==> config.mk <==
export PLATFORM = sky130hd
export DESIGN_NAME = automata_report_stage
export DESIGN_NICKNAME = d
export VERILOG_FILES = /design/src/rtl/automata_report_stage.sv
export SDC_FILE = /design/constraint.sdc
export NUM_CORES = 1
export LEC_CHECK = 0
export ABC_AREA = 1
export BUFFER_PORTS_ARGS = -buffer_cell sky130_fd_sc_hd__buf_2
export CAP_MARGIN = 5
export CORE_ASPECT_RATIO = 1.25
export CORE_MARGIN = 1
export CORE_UTILIZATION = 29
export CTS_BUF_LIST = sky130_fd_sc_hd__clkbuf_4 sky130_fd_sc_hd__clkbuf_8
export DETAILED_ROUTE_END_ITERATION = 12
export GPL_ROUTABILITY_DRIVEN = 0
export PLACE_DENSITY = 0.58
export SLEW_MARGIN = 5
export SYNTH_ARGS = -nofsm -noshare
export SYNTH_HDL_FRONTEND = slang
export SYNTH_SLANG_ARGS = --single-unit
==> constraint.sdc <==
create_clock -name clk -period 8.3 [get_ports clk]
set_clock_uncertainty 0.2 [all_clocks]
set_input_delay 1.66 -clock clk [delete_from_list [all_inputs] [get_ports clk]]
set_output_delay 1.66 -clock clk [all_outputs]
set_load 0.05 [all_outputs]
==> src/rtl/automata_report_stage.sv <==
// Report capture stage for a pipelined automata array: forwards symbols and reset to the
// next stage, accumulates report hits. Optional timestamping via AUTOMATA_RPT_TIMESTAMP_EN.
module automata_report_stage #(
  parameter  int SYM_W   = 8,
  parameter  int NUM_RPT = 36,
  parameter  int DEPTH   = 1,
  parameter  int CNT_W   = 16,
  localparam int IDX_W   = ($clog2(NUM_RPT) > 1) ? $clog2(NUM_RPT) : 1
) (
  input  logic               clk,
  input  logic               reset,
  input  logic               run,
  input  logic [SYM_W-1:0]   top_symbols,
  input  logic [NUM_RPT-1:0] rpt_in,
  input  logic               rpt_clr,
  output logic [SYM_W-1:0]   out_symbols,
  output logic               out_reset,
  output logic [NUM_RPT-1:0] rpt_sticky,
  output logic               first_valid,
  output logic [IDX_W-1:0]   first_idx,
  output logic [CNT_W-1:0]   hit_count,
  output logic [CNT_W-1:0]   first_time
);

  logic [SYM_W-1:0]   sym_pipe [DEPTH];
  logic [DEPTH-1:0]   rst_pipe;

  logic               any_hit;
  logic [IDX_W-1:0]   low_idx;
  logic               capture;

  logic [NUM_RPT-1:0] base_sticky;
  logic [CNT_W-1:0]   base_hit;
  logic               base_valid;
  logic [IDX_W-1:0]   base_idx;

  // Symbol pipeline only advances with the stream.
  always_ff @(posedge clk) begin
    if (reset) begin
      for (int i = 0; i < DEPTH; i++) begin
        sym_pipe[i] <= '0;
      end
    end else if (run) begin
      sym_pipe[0] <= top_symbols;
      for (int i = 1; i < DEPTH; i++) begin
        sym_pipe[i] <= sym_pipe[i-1];
      end
    end
  end

  // The reset pipeline must carry reset itself, so it is deliberately never cleared.
  always_ff @(posedge clk) begin
    rst_pipe[0] <= reset;
    for (int i = 1; i < DEPTH; i++) begin
      rst_pipe[i] <= rst_pipe[i-1];
    end
  end

  assign out_symbols = sym_pipe[DEPTH-1];
  assign out_reset   = rst_pipe[DEPTH-1];

  always_comb begin
    low_idx = '0;
    for (int i = NUM_RPT - 1; i >= 0; i--) begin
      if (rpt_in[i]) begin
        low_idx = IDX_W'(i);
      end
    end
  end

  assign any_hit = |rpt_in;

  // A clear in the same cycle as a hit applies first, so the hit lands in clean state.
  always_comb begin
    base_sticky = rpt_clr ? '0 : rpt_sticky;
    base_hit    = rpt_clr ? '0 : hit_count;
    base_valid  = rpt_clr ? 1'b0 : first_valid;
    base_idx    = rpt_clr ? '0 : first_idx;
  end

  assign capture = run & any_hit & ~base_valid;

  always_ff @(posedge clk) begin
    if (reset) begin
      rpt_sticky  <= '0;
      hit_count   <= '0;
      first_valid <= 1'b0;
      first_idx   <= '0;
    end else begin
      if (run) begin
        rpt_sticky <= base_sticky | rpt_in;
      end else begin
        rpt_sticky <= base_sticky;
      end

      if (run && any_hit && (base_hit != '1)) begin
        hit_count <= base_hit + CNT_W'(1);
      end else begin
        hit_count <= base_hit;
      end

      if (capture) begin
        first_valid <= 1'b1;
        first_idx   <= low_idx;
      end else begin
        first_valid <= base_valid;
        first_idx   <= base_idx;
      end
    end
  end

`ifdef AUTOMATA_RPT_TIMESTAMP_EN
  logic [CNT_W-1:0] run_cnt;
  logic [CNT_W-1:0] first_time_q;

  // Run-cycle counter wraps freely and ignores clears; it only restarts on reset.
  always_ff @(posedge clk) begin
    if (reset) begin
      run_cnt      <= '0;
      first_time_q <= '0;
    end else begin
      if (run) begin
        run_cnt <= run_cnt + CNT_W'(1);
      end
      if (capture) begin
        first_time_q <= run_cnt;
      end else if (rpt_clr) begin
        first_time_q <= '0;
      end
    end
  end

  assign first_time = first_time_q;
`else
  assign first_time = '0;
`endif

endmodule

==> impl_results.md <==
* Post-CTS Hold Buffers at 0
* Post-cts sizing count at 0
* Kind of cell adding the most delay to the critical path: simple AND/OR/NAND/NOR gates
* LEAKAGE at 1.96 nW
* Register area at between 1000 and 1500 µm²
* Endpoints failing setup at 0
* Die width at roughly 96 µm
* Final Cycle Share at 0.487
* Die H at 119 µm
* Core area at 10,600 µm²
* Status: finished clean
* Initial Utilization at 0.299
* Crit path buf inv count at 6
* Via-per-instance ratio at 4.51
* Area Overhead vs Synth at 24.7%
* I/O Pins at 132
* RSZ-0062 raised after global routing: false
* Tot Pwr at 0.740 mW
* R2R setup slack at between 5 and 6 ns
* Count of different cell masters after synthesis at 34
* Overflow after GRT at 0
* Maxcap violations at 0
* Worst-Margin Slew at 0.502 ns
* CTS tree: built
* Max Buffers Root-to-Sink at 2
* Setup ws final at roughly 4.3 ns
* Synthesis warning total at 0
* DP HPWL at 6330 µm
* Setup crit end kind: register
* Final Max Tran Viols at 0
* # fillers at 1,154
* Critical path arrival at 4.12 ns
* Clock Sinks at 68
* First-pass GRT wire length at around 14,000 µm
* Vias in the first global route at 2,933
* P_sw at roughly 0.24 mW
* Pwr/cell area at 187 nW/µm²
* Max incr delay on CP at 0.39 ns
* Cell count after synthesis at 442
* Final Critical Period at between 4 and 5 ns
* Critical path's slowest cell: inv_4
* Hold Path Class: reg2reg
* Worst-path maximum fanout at 50
* Row count at 42
* DRC at 0
* Internal at 0.499 mW
* Gate power share at 0.193
* Post-synthesis sequential area ratio at 0.454
* CP Data Required Time at around 8.4 ns
* Mapped Avg Cell Area at 7.18 µm²
* Final Hold Viols at 0
* CTS buffer count at 9
* CTS H-tree depth at 3
* Crit-path cells: buf_2, inv_4, nand2_1, nor4_1, inv_1, nor3_1, nand4_1, nand2_2, nor3_2, nand2_1, nor2_1, inv_1, nor2_1, inv_1, nor2_1, inv_1, nor2_2, nand4_1, o21ai_0, a21oi_1
* Worst slack, placed at 3.87 ns
* Clock Power Share at 0.328
* Final setup TNS at 0 ns
* DR vias at 3,109
* Global Route Usage Sum at 0.156
* Largest net degree at the start of global routing at 51
* Layout Nets at 602
* First-pass iteration count of the detailed router at 4
* Worst path most repeated cell: inv_1
* Fraction of layout cells with a size suffix above 1 at 0.265
* Clk_lat worst skew at ~0.35 ns
* Setup bufs post-CTS at 0
* Max Fclk at 0.247 GHz
* Final antenna-violating net count at 0
* #FFs+latches synth at 68
* Flop pwr share at 0.480
* # diodes at 0
* Drt initial violations at 75
* Clk pin slew, worst setup/hold paths at 0.07 ns
* Crit path launch type: primary input
* Clock Tree Root: clkbuf_8
* DRT Wirelength at ~8500 µm
* IR drop worst, VDD at approximately 0.000087 V
* Initial antenna violation count at 0
* Worst rel slew slack at 0.666
* WL per Instance at 12.3 µm
* Worst setup path class: in2reg
* Die ar. at 11,400 µm²
* Fraction of power spent switching nets at 0.326
* Synth Cell Area at between 3000 and 4000 µm²
* Number of port buffers at 115
* Area of the multi-input gates at between 1000 and 1500 µm²
stage by stage:
stage / std cells / hold WS [ns] / util / area (µm²)
finish: 690 / 0.263 / 0.373 / 3960
global route: 690 / 0.274 / 0.373 / 3960
CTS: 690 / 0.266 / 0.373 / 3960
detailed placement: 674 / 0.255 / 0.357 / 3790
global placement: 674 / 0.253 / 0.357 / 3790
floorplan: 457 / 0.481 / - / 3230
flip-flops by register name, summed over array words and instances, names as in the netlist:
name / count
rpt_sticky: 36
sym_pipe: 8
hit_count: 16
first_idx: 6
out_reset: 1
first_valid: 1
metal layers:
metal	part of all wire	global-route usage
met4	0.024	0.0672
met1	0.44	0.182
met2	0.47	0.261
met5	0	0
met3	0.066	0.0466
cells by family after synthesis:
logic type,count (synthesis),synth area share
fa+ha+maj,1,0.00394
flops,68,0.454
simple gates,198,0.276
compound gates,70,0.117
other cells,1,0.00118
buf+inv,104,0.148
worst min-delay path: cells and delay by family (launching register included):
family           cells  cell delay (ns)
AO/OA/AOI/OAI        1             0.05
flip-flops           1             0.31
AND/OR/NAND/NOR      1             0.06
cell type report:
| class | count | area share |
|---|---|---|
| clock buffer | 13 | 0.0389 |
| tap | 132 | 0.0417 |
| multi-input combinational | 285 | 0.333 |
| sequential | 68 | 0.364 |
| inverter | 72 | 0.0689 |
| clock inverter | 3 | 0.00379 |
| timing repair buffer | 117 | 0.149 |
cells in the mapped netlist (all sizes together):
cell type / n / area [µm²]
a211oi: 1 / 7.51
a21oi: 17 / 85.1
a221oi: 2 / 17.5
a22oi: 2 / 15.0
a31oi: 1 / 6.26
buf: 19 / 148
clkbuf: 13 / 48.8
clkinv: 1 / 3.75
conb: 1 / 3.75
dfxtp: 60 / 1200
edfxtp: 8 / 240
ha: 1 / 12.5
inv: 71 / 269
nand2: 91 / 349
nand3: 39 / 205
nand4: 4 / 25.0
nor2: 52 / 203
nor3: 4 / 36.3
nor3b: 2 / 20.0
nor4: 5 / 31.3
o21ai: 45 / 225
o22ai: 1 / 6.26
o31ai: 1 / 7.51
or2: 1 / 6.26
power groups by stage:
| stage | Sequential, mW | Clock, mW | Combinational, mW |
|---|---|---|---|
| after detailed placement | 0.362 | 0 | 0.143 |
| after CTS | 0.355 | 0.253 | 0.144 |
| after global routing | 0.357 | 0.267 | 0.154 |
| after floorplan | 0.415 | 0 | 0.0587 |
| after global placement | 0.362 | 0 | 0.142 |
| final | 0.355 | 0.243 | 0.143 |
path summary, 6_finish.rpt:
path | endpoint | from | cells past startpoint
hold reg to reg | first_idx[4] | first_idx[4] | 2
hold / removal | first_idx[4] | first_idx[4] | 2
setup reg to reg | hit_count[12] | hit_count[11] | 18
setup / recovery | hit_count[12] | rpt_clr | 20
layout by cell type (no fill, tap or decap), types with 3 or more instances in the layout:
cell type,Yosys,layout
clkinv_2,0,3
nand3_1,37,37
nor2_1,49,49
clkbuf_4,0,4
buf_2,1,115
nor2_2,3,3
clkbuf_8,0,9
a21oi_1,17,17
conb_1,1,16
nand2_2,3,3
dfxtp_1,60,60
nor4_1,5,5
inv_1,68,68
edfxtp_1,8,8
o21ai_0,45,45
nand4_1,4,4
nand2_1,88,88
(Power assumes the default switching activity.)
